**config.mk**
```make
export PLATFORM = sky130hd
export DESIGN_NAME = cfg_loader
export DESIGN_NICKNAME = d
export VERILOG_FILES = /design/src/rtl/cfg_loader.sv
export SDC_FILE = /design/constraint.sdc
export NUM_CORES = 1
export LEC_CHECK = 0
export CAP_MARGIN = 20
export CORE_MARGIN = 10
export CORE_UTILIZATION = 52
export DETAILED_ROUTE_END_ITERATION = 10
export PLACE_DENSITY = 0.8
export SYNTH_ARGS = -nofsm -noshare
export SYNTH_HDL_FRONTEND = slang
export SYNTH_SLANG_ARGS = --single-unit
```
**constraint.sdc**
```tcl
create_clock -name clk -period 1.9 [get_ports clk]
set_input_delay 0.38 -clock clk [delete_from_list [all_inputs] [get_ports clk]]
set_output_delay 0.38 -clock clk [all_outputs]
set_load 0.02 [all_outputs]
```
**src/rtl/cfg_loader.sv**
```systemverilog
`default_nettype none
// ============================================================================
//  Module   : cfg_loader
//  Purpose  : Configuration bitstream loader for the connection box chains.
//             Takes parallel words over a valid/ready handshake and shifts
//             them, two bits per cycle, onto chains A and B in lockstep.
//             It drives the shared chain shift enable so that exactly
//             CHAIN_LEN bits land in each chain, MSB-first.
//  Revision : 1.0  initial release
// ----------------------------------------------------------------------------
//  Optional feature macro: CFG_LOADER_CRC_EN
//    When this macro is defined, a running CRC-8 (poly 0x07, init 0x00,
//    MSB-first) is kept over every accepted data word. After the final shift
//    the loader accepts one extra word, compares its low byte with the CRC
//    and flags crc_err on a mismatch. When it is undefined, there is no
//    CHECK state and crc_err is tied low.
// ----------------------------------------------------------------------------
//  Parameters
//    WORD_W     input word width (even, >= 8)
//    CHAIN_LEN  bits loaded into each chain per load
//  Ports
//    clk            fabric / configuration clock
//    nrst           asynchronous active-low reset
//    en             global enable; low freezes every piece of state
//    start          single-cycle pulse that begins a load (IDLE/DONE only)
//    in_data        configuration word
//    in_valid       in_data is valid
//    in_ready       loader accepts a word this cycle
//    cfg_data_outA  serial bit to chain A
//    cfg_data_outB  serial bit to chain B
//    cfg_en         chain shift enable
//    busy           load in progress (LOAD / SHIFT / CHECK)
//    done           load completed; held until the next start
//    crc_err        CRC mismatch on the trailing check word
// ============================================================================
module cfg_loader #(
    parameter int WORD_W    = 8,
    parameter int CHAIN_LEN = 20
) (
    input  logic              clk,
    input  logic              nrst,
    input  logic              en,
    input  logic              start,
    input  logic [WORD_W-1:0] in_data,
    input  logic              in_valid,
    output logic              in_ready,
    output logic              cfg_data_outA,
    output logic              cfg_data_outB,
    output logic              cfg_en,
    output logic              busy,
    output logic              done,
    output logic              crc_err
);

    // ------------------------------------------------------------------
    // Derived sizes
    // ------------------------------------------------------------------
    localparam int PAIRS = WORD_W / 2;
    localparam int PW    = (PAIRS > 1) ? $clog2(PAIRS) : 1;
    localparam int BW    = $clog2(CHAIN_LEN + 1);

    localparam logic [PW-1:0] LAST_PAIR  = PW'(PAIRS - 1);
    localparam logic [BW-1:0] CHAIN_BITS = BW'(CHAIN_LEN);

    typedef enum logic [2:0] {
        ST_IDLE  = 3'd0,
        ST_LOAD  = 3'd1,
        ST_SHIFT = 3'd2,
        ST_CHECK = 3'd3,
        ST_DONE  = 3'd4
    } state_t;

    // ------------------------------------------------------------------
    // State
    // ------------------------------------------------------------------
    state_t            state;
    logic [WORD_W-1:0] shreg;      // word being serialised, MSB pair first
    logic [BW-1:0]     bits_left;  // bits still owed to each chain
    logic [PW-1:0]     pair_idx;   // pair of the current word on the outputs
    logic              ready_q;    // registered Moore flag: LOAD or CHECK
    logic              shift_q;    // registered Moore flag: SHIFT
    logic              done_q;
    logic              crc_err_q;

`ifdef CFG_LOADER_CRC_EN
    logic [7:0]        crc;

    // One whole word through the CRC-8 (x^8 + x^2 + x + 1), MSB first.
    function automatic logic [7:0] crc8_word(input logic [7:0]        c,
                                             input logic [WORD_W-1:0] d);
        logic [7:0] r;
        r = c;
        for (int i = WORD_W - 1; i >= 0; i--) begin
            if (r[7] ^ d[i]) begin
                r = {r[6:0], 1'b0} ^ 8'h07;
            end else begin
                r = {r[6:0], 1'b0};
            end
        end
        return r;
    endfunction
`endif

    // ------------------------------------------------------------------
    // Outputs
    // ------------------------------------------------------------------
    // The handshake and shift flags are registered per state and then
    // qualified with en, so dropping en stops the chain and the input
    // side in the very same cycle without disturbing the stored state.
    assign in_ready      = ready_q & en;
    assign cfg_en        = shift_q & en;
    assign cfg_data_outA = shreg[WORD_W-1];
    assign cfg_data_outB = shreg[WORD_W-2];
    assign done          = done_q;
    assign crc_err       = crc_err_q;

    // ------------------------------------------------------------------
    // Control FSM
    // ------------------------------------------------------------------
    always_ff @(posedge clk or negedge nrst) begin
        if (!nrst) begin
            state     <= ST_IDLE;
            shreg     <= '0;
            bits_left <= '0;
            pair_idx  <= '0;
            ready_q   <= 1'b0;
            shift_q   <= 1'b0;
            busy      <= 1'b0;
            done_q    <= 1'b0;
            crc_err_q <= 1'b0;
`ifdef CFG_LOADER_CRC_EN
            crc       <= 8'h00;
`endif
        end else if (en) begin
            case (state)
                ST_IDLE, ST_DONE: begin
                    if (start) begin
                        state     <= ST_LOAD;
                        bits_left <= CHAIN_BITS;
                        ready_q   <= 1'b1;
                        busy      <= 1'b1;
                        done_q    <= 1'b0;
                        crc_err_q <= 1'b0;
`ifdef CFG_LOADER_CRC_EN
                        crc       <= 8'h00;
`endif
                    end
                end

                ST_LOAD: begin
                    if (in_valid && in_ready) begin
                        shreg    <= in_data;
                        pair_idx <= '0;
                        state    <= ST_SHIFT;
                        ready_q  <= 1'b0;
                        shift_q  <= 1'b1;
`ifdef CFG_LOADER_CRC_EN
                        crc      <= crc8_word(crc, in_data);
`endif
                    end
                end

                ST_SHIFT: begin
                    // The pair on the outputs is taken by the chains at this
                    // edge, so the next pair moves up into the MSBs.
                    shreg     <= shreg << 2;
                    bits_left <= bits_left - BW'(1);
                    pair_idx  <= pair_idx + PW'(1);
                    if (bits_left == BW'(1)) begin
                        // Last chain bit: any unused low pairs of the final
                        // word are simply dropped here.
                        shift_q <= 1'b0;
`ifdef CFG_LOADER_CRC_EN
                        state   <= ST_CHECK;
                        ready_q <= 1'b1;
`else
                        state   <= ST_DONE;
                        busy    <= 1'b0;
                        done_q  <= 1'b1;
`endif
                    end else if (pair_idx == LAST_PAIR) begin
                        state   <= ST_LOAD;
                        shift_q <= 1'b0;
                        ready_q <= 1'b1;
                    end
                end

`ifdef CFG_LOADER_CRC_EN
                ST_CHECK: begin
                    if (in_valid && in_ready) begin
                        crc_err_q <= (in_data[7:0] != crc);
                        state     <= ST_DONE;
                        ready_q   <= 1'b0;
                        busy      <= 1'b0;
                        done_q    <= 1'b1;
                    end
                end
`endif

                default: begin
                    state   <= ST_IDLE;
                    ready_q <= 1'b0;
                    shift_q <= 1'b0;
                    busy    <= 1'b0;
                end
            endcase
        end
    end

endmodule
`default_nettype wire

```
==> results.md <==
* Area occupied by multi-input gates at 596 um^2
* Synthesis-to-finish area growth at 21.5%
* Area after DPL at 1460 um^2
* Yosys reg bits at 22
* Clock Sinks at 22
* Asr flop ratio synth at 1.00
* CTS clk-pin slew, worst paths at 0.11 ns
* Clk buf depth at 2
* Tmin final at 1.72 ns
* Net Count, Synth at 127
* All-Layer GR Usage at 0.118
* Crit path DAT at 1.34 ns
* FF+latch area at 551 um^2
* Die Y at 68.4 um
* Util after Layout at 0.669
* Top cell type by total area after synthesis: dfrtp_1
* Total grt overflow at 0
* DRC Markers at 0
* Layout cells sized above 1 at 0.216
* WP data required at 1.52 ns
* Vias in the first global route at 1,007
* Number of synthesis warnings at 0
* Largest net degree at the start of global routing at 23
* Worst Skew at 0.00575 ns
* Clock Latency Late Sink at 0.31 ns
* Unrepaired setup endpoints after global routing: false
* Slew Viols, Final at 0
* Final hold violations at 0
* CP max stage delay at 0.50 ns
* Core area at 2210 um^2
* # nets final at 152
* Avg Inst Size Synth at 11.0 um^2
* Synthesized area at 1220 um^2
* Achievable Freq at 580 MHz
* Cells after synthesis at 111
* Hpwl dp at 1810 um
* Starting density of the core at 0.550
* H-tree Lvls at 1
* Die ar. at 4680 um^2
* Top delay family on crit path: buffers and inverters
* Peak VDD IR at 0.857 mV
* Die Width at 68.4 um
* Fin crit share at 0.907
* Cell with the most instances after synthesis: dfrtp_1
* PnR worst setup slack at 0.176 ns
* Crit end category: output pin
* Port bufs at 18
* Post-synth top cells: dfrtp_1 (22), mux2_2 (12), inv_1 (10), nand2_1 (9), mux2i_1 (5)
* Pwr Total at 0.00195 W
* Final wirelength at 2400 um
* TritonCTS clock tree: built
* Vias at 912
* Leakage at 0.655 nW
* DR pass1 iterations at 4
* CP Class: in2out
* PwrDens at 1320 nW/um^2
* CTS buffer count at 3
* Final Setup Violations at 0
* N_diodes at 0
* Area contributors post-synth: dfrtp_1 (45%), mux2_2 (11%), mux2i_1 (4.1%), ha_1 (3.1%), inv_1 (3.1%)
* Dpl ws at -0.0956 ns
* Placer Congestion at 0.792
* Max-cap viol count at 0
* CP Buf/Inv Count at 2
* Root Buffer: clkbuf_4
* DRC marker count from the first detailed-route iteration at 50
* Startpoint types: input pin
* Fillers at 182
* Worst path slowest cell: clkdlybuf4s50_1
* Sequential share of the synthesized area at 0.452
* IO Count at 20
* DR vias/cell at 5.63
* Outcome: completed
* Top_reg_cell synth: dfrtp_1
* Post-synth EDFFs at 0
* Global-route wire length before repair at 4350 um
* Crit path cell chain: clkdlybuf4s50_1 > and2_1 > dlygate4sd2_1
* Routed WL per cell at 14.8 um
* Top-area cell type share of the netlist area at 0.452
* Count of cell types in the netlist at 37
* Worst hold path class: in2async
* Site Rows at 17
* Crit-path max FO at 4
* Final instance area at 1480 um^2
* Antenna-violating nets left at 0
* Initial antenna violation count at 0
* Hold buffers post-CTS at 0
-- timing repair --
item | CTS | global route
setup endpoints to repair | 2 | 0
endpoints found under the hold margin | 0 | 0
resized for setup | 2 | 0
setup buffers | 0 | 0
-- worst reg2reg max path, cell delays in order, from the launching register on --
cell	delay (ns)
dfrtp_1	0.48
nor3b_4	0.45
mux2_2	0.39
mux2_2	0.26
-- routing by layer --
layer  global-route usage  routed length (um)  vias up
met5                    0                   0        -
met4               0.0528                  36        0
met3               0.0359                 171        5
met2                0.204                1180       28
met1                0.130                1010      435
li1                     -                   -      444
-- cell families (layout without fill, tap and decap cells) --
logic type,Yosys count,in the layout,synth area share
mux,17,17,0.152
fa+ha+maj,3,3,0.0308
other cells,1,1,0.00308
flops,22,22,0.452
compound gates,19,19,0.121
buf+inv,16,39,0.0586
simple gates,33,33,0.182
-- stage by stage --
step | TNS [ns] | hold WS (ns) | std cells
6_report | 0 | 0.410 | 162
5_1_grt | 0 | 0.436 | 162
4_1_cts | 0 | 0.420 | 162
3_5_place_dp | -0.380 | 0.463 | 159
3_3_place_gp | -0.177 | 0.462 | 159
2_1_floorplan | 0 | 0.0844 | 111
-- cells in the final DEF, fill, tap and decap left out, drive strengths merged, types with 2 or more instances in the layout --
master         instances
dfrtp                 22
clkdlybuf4s50         16
mux2                  12
inv                   10
nand2                  9
buf                    8
mux2i                  5
o21ai                  4
nand3                  3
ha                     3
clkbuf                 3
nor2                   3
and2                   2
nor3                   2
a21o                   2
nand4bb                2
or3                    2
o31ai                  2
nand2b                 2
nor2b                  2
nor4                   2
a211oi                 2
dlygate4sd2            2
a21oi                  2
-- path summary, 6_finish.rpt --
check / end / start / depth (start not counted) / slack (ns)
worst max-delay path: in_ready / en / 3 / 0.18
worst min-delay path: shift_q / nrst / 2 / 0.41
worst max register to register: shreg[7] / state[1] / 3 / 0.20
worst min register to register: done / done / 2 / 0.49
max in group asynchronous: pair_idx[1] / nrst / 2 / 1.27
min in group clk: done / done / 2 / 0.49
-- power breakdown --
group	internal, W	switching [W]	leakage [nW]
logic	0.000479	0.000424	0.376
clock network	0.0000742	0.000133	0.0138
registers	0.000672	0.000171	0.265
-- area by class of cell --
type,instances,share of cell area
timing repair buffer,26,0.161
sequential,22,0.372
inverter,10,0.0254
tap,28,0.0237
clock buffer,3,0.0152
multi-input combinational,73,0.403
-- state kept, by name, indices dropped and copies added (netlist names) --
signal	cells
bits_left	5
busy	1
done	1
pair_idx	2
ready_q	1
shift_q	1
shreg	8
state	3
No activity file was read; power rests on OpenSTA's default activity.
